## src/rtl/silencer_sequencer.sv

```systemverilog
// Sweep sequencer for the silencer interpolator: streams DEPTH source reads, counts returned samples, pulses DONE.
// Optional watchdog abort is compiled in with `define SILENCER_SEQ_WDT_EN.
module silencer_sequencer #(
    parameter int DEPTH      = 249,
    parameter int WDT_MARGIN = 16
) (
    input  logic                     CLK,
    input  logic                     RST_N,
    input  logic                     UPDATE,
    input  logic                     CFG_VALID,
    input  logic [15:0]              CFG_RATE_INTENSITY,
    input  logic [15:0]              CFG_RATE_PHASE,
    output logic                     DIN_VALID,
    output logic [15:0]              UPDATE_RATE_INTENSITY,
    output logic [15:0]              UPDATE_RATE_PHASE,
    output logic                     SRC_EN,
    output logic [$clog2(DEPTH)-1:0] SRC_ADDR,
    input  logic                     DOUT_VALID,
    output logic                     BUSY,
    output logic                     DONE,
    output logic [15:0]              OVERRUN_CNT,
    output logic                     ERR
);
    localparam int AW = $clog2(DEPTH);

    localparam logic [1:0] S_IDLE   = 2'd0;
    localparam logic [1:0] S_STREAM = 2'd1;
    localparam logic [1:0] S_DRAIN  = 2'd2;

    logic [1:0]    r_state;
    logic [15:0]   r_pend_int;
    logic [15:0]   r_pend_ph;
    logic [15:0]   r_act_int;
    logic [15:0]   r_act_ph;
    logic          r_din_valid;
    logic          r_src_en;
    logic [AW-1:0] r_src_addr;
    logic [AW-1:0] r_cnt;
    logic          r_busy;
    logic          r_done;
    logic [15:0]   r_overrun;

    logic [15:0]   w_cfg_int;
    logic [15:0]   w_cfg_ph;
    logic          w_start;
    logic          w_overrun;
    logic          w_last_sample;
    logic          w_last_addr;
    logic          w_timeout;

    // A zero rate would stall the interpolator, so it is stored as 1.
    assign w_cfg_int = (CFG_RATE_INTENSITY == 16'd0) ? 16'd1 : CFG_RATE_INTENSITY;
    assign w_cfg_ph  = (CFG_RATE_PHASE == 16'd0) ? 16'd1 : CFG_RATE_PHASE;

    // The DONE cycle is already IDLE, but an UPDATE landing on it is treated as an overrun.
    assign w_start       = UPDATE && (r_state == S_IDLE) && !r_done;
    assign w_overrun     = UPDATE && !w_start;
    assign w_last_sample = DOUT_VALID && (r_state != S_IDLE) && (r_cnt == AW'(DEPTH - 1));
    assign w_last_addr   = (r_src_addr == AW'(DEPTH - 1));

`ifdef SILENCER_SEQ_WDT_EN
    localparam int WDT_LIMIT = DEPTH + WDT_MARGIN + 8;
    localparam int WW        = $clog2(WDT_LIMIT);

    logic [WW-1:0] r_wdt;
    logic          r_err;

    assign w_timeout = (r_state != S_IDLE) && (r_wdt == WW'(WDT_LIMIT - 1)) && !w_last_sample;
    assign ERR       = r_err;

    // Counter is 0 in the DIN_VALID cycle, so the abort lands WDT_LIMIT cycles after it.
    always_ff @(posedge CLK or negedge RST_N) begin
        if (!RST_N) begin
            r_wdt <= '0;
            r_err <= 1'b0;
        end else begin
            if (w_start)
                r_wdt <= '0;
            else if (r_state != S_IDLE)
                r_wdt <= r_wdt + WW'(1);
            if (w_timeout)
                r_err <= 1'b1;
        end
    end
`else
    assign w_timeout = 1'b0;
    assign ERR       = 1'b0;
`endif

    always_ff @(posedge CLK or negedge RST_N) begin
        if (!RST_N) begin
            r_state     <= S_IDLE;
            r_pend_int  <= 16'd1;
            r_pend_ph   <= 16'd1;
            r_act_int   <= 16'd1;
            r_act_ph    <= 16'd1;
            r_din_valid <= 1'b0;
            r_src_en    <= 1'b0;
            r_src_addr  <= '0;
            r_cnt       <= '0;
            r_busy      <= 1'b0;
            r_done      <= 1'b0;
            r_overrun   <= 16'd0;
        end else begin
            r_din_valid <= w_start;
            r_done      <= 1'b0;
            if (CFG_VALID) begin
                r_pend_int <= w_cfg_int;
                r_pend_ph  <= w_cfg_ph;
            end
            if (w_overrun && (r_overrun != 16'hFFFF))
                r_overrun <= r_overrun + 16'd1;
            case (r_state)
                S_IDLE: begin
                    if (w_start) begin
                        r_act_int  <= CFG_VALID ? w_cfg_int : r_pend_int;
                        r_act_ph   <= CFG_VALID ? w_cfg_ph : r_pend_ph;
                        r_state    <= S_STREAM;
                        r_busy     <= 1'b1;
                        r_src_en   <= 1'b1;
                        r_src_addr <= '0;
                        r_cnt      <= '0;
                    end
                end
                S_STREAM, S_DRAIN: begin
                    if (w_last_sample || w_timeout) begin
                        r_state    <= S_IDLE;
                        r_busy     <= 1'b0;
                        r_done     <= w_last_sample;
                        r_src_en   <= 1'b0;
                        r_src_addr <= '0;
                        r_cnt      <= '0;
                    end else begin
                        if (DOUT_VALID)
                            r_cnt <= r_cnt + AW'(1);
                        if (r_state == S_STREAM) begin
                            if (w_last_addr) begin
                                r_state    <= S_DRAIN;
                                r_src_en   <= 1'b0;
                                r_src_addr <= '0;
                            end else begin
                                r_src_addr <= r_src_addr + AW'(1);
                            end
                        end
                    end
                end
                default: r_state <= S_IDLE;
            endcase
        end
    end

    assign DIN_VALID             = r_din_valid;
    assign UPDATE_RATE_INTENSITY = r_act_int;
    assign UPDATE_RATE_PHASE     = r_act_ph;
    assign SRC_EN                = r_src_en;
    assign SRC_ADDR              = r_src_addr;
    assign BUSY                  = r_busy;
    assign DONE                  = r_done;
    assign OVERRUN_CNT           = r_overrun;
endmodule

```

## config.mk

```make
export PLATFORM = sky130hd
export DESIGN_NAME = silencer_sequencer
export DESIGN_NICKNAME = d
export VERILOG_FILES = /design/src/rtl/silencer_sequencer.sv
export SDC_FILE = /design/constraint.sdc
export NUM_CORES = 1
export LEC_CHECK = 0
export CORE_MARGIN = 5
export CORE_UTILIZATION = 50
export DETAILED_ROUTE_END_ITERATION = 10
export PLACE_DENSITY = 0.79
export SLEW_MARGIN = 20
export SYNTH_ARGS = -nofsm -noshare
export SYNTH_HDL_FRONTEND = slang
export SYNTH_SLANG_ARGS = --single-unit
```

## constraint.sdc

```tcl
create_clock -name CLK -period 2.6 [get_ports CLK]
set_input_delay 0.52 -clock CLK [delete_from_list [all_inputs] [get_ports CLK]]
set_output_delay 0.52 -clock CLK [all_outputs]
set_load 0.01 [all_outputs]
```

==> metrics.yaml <==
async_reset_ff_frac: 1.00
synth_xor_area_frac: 0.0212
h-tree-depth: 3
setup.worst_path.end_class: "flip-flop"
timing.rr.end: "SRC_ADDR[5]"
start_util: 0.517
synth_top_area_share: 0.538
timing.rr.start: "r_state[0]"
vias_per_cell: 5.51
power_frac_seq: 0.552
cp-startpoint: "r_state[0]"
hp-class: "in2async"
postCtsSetupRepairBufs: 0
dp.final_hpwl_mm: 7.56
die_area_sq_um: 11100
yosysTopAreaCell: "dfrtp_1"
worstSetupStartpointType: "flip-flop"
grt_max_degree: 45
switchingPower_w: 0.000880
ys_types: 55
critical_path_arrival_ns: 2.38
synth_top_family_by_area: "simple AND/OR/NAND/NOR gates"
placed_area_sq_um: 5630
irDropWorstVdd_uv: 328
final_cell_count_no_fill: 634
clkSinkCount: 102
grt_first_pass_wirelength_mm: 17.5
power.density_nw_per_um2: 575
critPathRequiredTime_ns: 2.87
hold_viol_final: 0
worstSkewPairLatency_ns: 0.36
io_pins: 98
post-route-period-util: 0.810
num_rows: 34
drv_slew: 0
syn_nets: 471
vias: 3496
swShare: 0.263
grt_util_all_layers: 0.190
utilization: 0.661
diodes: 0
synth_top_cells_by_area: "dfrtp_1 54%, mux2_2 8.7%, nor2_1 8.1%"
period_needed_ns: 2.11
area_growth_pct: 27.8
cts_root_buffer: "clkbuf_8"
ys_ff_latch: 102
postCtsResizedCells: 0
critical_path.max_fanout: 11
ff2ff_setup_slack_ns: 0.49
netlist_area_sq_um: 4550
die_y_microns: 105
setup_tns_ns: 0
reg2reg_depth: 6
synth_compound_area_frac: 0.0920
worstSetupPathType: "reg2reg"
p_comb_frac: 0.155
p_leak_nw: 2.52
clock_path_buffers: 2
clkPwrFrac: 0.293
core-area_sq_um: 8810
drc_errors: 0
postRouteWirelength_mm: 10.2
status: "complete, no violations"
maxCapViolations: 0
num-nets-final: 568
ant_nets: 0
rsz0062_at_grt: "no"
tightest_slew_ns: 0.672
maxSlewHeadroom: 0.551
skew_ns: 0.0116
postCtsHoldBufs: 0
synthSimpleGateAreaFrac: 0.179
grt_overflow: 0
placedCellCount: 620
antenna_found_initial: 0
synth.mux.area_fraction: 0.0887
p_int_w: 0.00247
ys_warn_count: 0
cts_tree: "built"
netlist_instances: 426
die_w_microns: 105
wire_per_inst_microns: 16.1
gp_congestion: 0.812
cts_buffers: 9
fmax_mhz: 475
layout-drive-gt1-share: 0.137
synth_edf_count: 0
grt_pass1_vias: 3604
fillers: 669
drt_iter0_markers: 161
crit_end: "SRC_ADDR[5]"
synth_top_flop_cell: "dfrtp_1"
final_area_sq_um: 5820
setup_viol: 0
synth_fa_ha_area_frac: 0.0220
drtPass1Iterations: 4
portBuffers: 96
ys_seq_area_frac: 0.562
layout_common_cells: "98 x dfrtp_1, 98 x nor2_1, 95 x clkdlybuf4s50_1"
hold_ws_ns: 0.142
syn_area_per_cell_sq_um: 10.7
path_clk_slew_ns: 0.09
## how the worst min path moves through the flow
stage / endpoint / start / depth (start not counted)
finish: r_pend_int[1] / RST_N / 1
global route: r_pend_int[1] / RST_N / 1
CTS: r_pend_int[1] / RST_N / 1
detailed placement: r_pend_ph[1] / r_pend_ph[1] / 1
global placement: r_pend_int[2] / r_pend_int[2] / 1
floorplan: BUSY / RST_N / 0
## per-stage QoR
stage | power [W] | setup slack, ns
floorplan | 0.00212 | 0.748
finish | 0.00335 | 0.493
global route | 0.00350 | 0.254
detailed placement | 0.00240 | 0.270
CTS | 0.00337 | 0.485
global placement | 0.00237 | 0.353
## registers in the layout, summed over array words and instances (netlist names)
name / cells
BUSY: 1
DIN_VALID: 1
DONE: 1
OVERRUN_CNT: 16
SRC_ADDR: 8
SRC_EN: 1
UPDATE_RATE_INTENSITY: 16
UPDATE_RATE_PHASE: 16
r_cnt: 8
r_pend_int: 16
r_pend_ph: 16
r_state: 2
## cell families after synthesis
| group | Yosys count |
|---|---|
| AO/OA/AOI/OAI | 61 |
| XOR/XNOR | 11 |
| adder cells (fa/ha/maj) | 8 |
| buffers and inverters | 37 |
| flip-flops | 102 |
| multiplexers | 36 |
| other | 1 |
| AND/OR/NAND/NOR | 170 |
## cell usage after synthesis (5+ instances only)
library cell and n:
a211oi_1 5, a21oi_1 12, buf_2 6, clkbuf_1 9
dfrtp_1 98, ha_1 8, inv_1 18, mux2_2 35
nand2_1 13, nand3_1 10, nand4_1 6, nor2_1 98
nor4_1 9, o211ai_1 5, o21ai_0 18, xor2_1 8
## layout make-up
type | instances | area [sq um] | share of cell area
clock buffer | 11 | 141 | 0.0243
inverter | 19 | 71.3 | 0.0123
clock inverter | 3 | 46.3 | 0.00795
tap | 108 | 135 | 0.0232
multi-input combinational | 287 | 1840 | 0.316
timing repair buffer | 104 | 1030 | 0.177
sequential | 102 | 2560 | 0.439
## worst max-delay path, stage by stage, from the launching register on
cell and delay, ns:
dfrtp_1 0.41, inv_1 0.09, ha_1 0.35, and4bb_2 0.31
a311oi_2 0.57, o21ai_0 0.18, o211ai_1 0.12
## power groups by stage
stage	registers, W	clock network (W)	logic [W]
after detailed placement	0.00188	0	0.000523
after global routing	0.00187	0.00106	0.000574
final	0.00185	0.000981	0.000519
after floorplan	0.00187	0	0.000247
after global placement	0.00187	0	0.000502
after CTS	0.00185	0.00100	0.000526
## layer usage
| layer | up-vias | GRT usage | share of wire |
|---|---|---|---|
| li1 | 1673 | - | - |
| met1 | 1718 | 0.248 | 0.44 |
| met2 | 89 | 0.318 | 0.50 |
| met3 | 16 | 0.0361 | 0.051 |
| met4 | 0 | 0.0694 | 0.017 |
| met5 | - | 0 | 0 |
(Power assumes the default switching activity.)
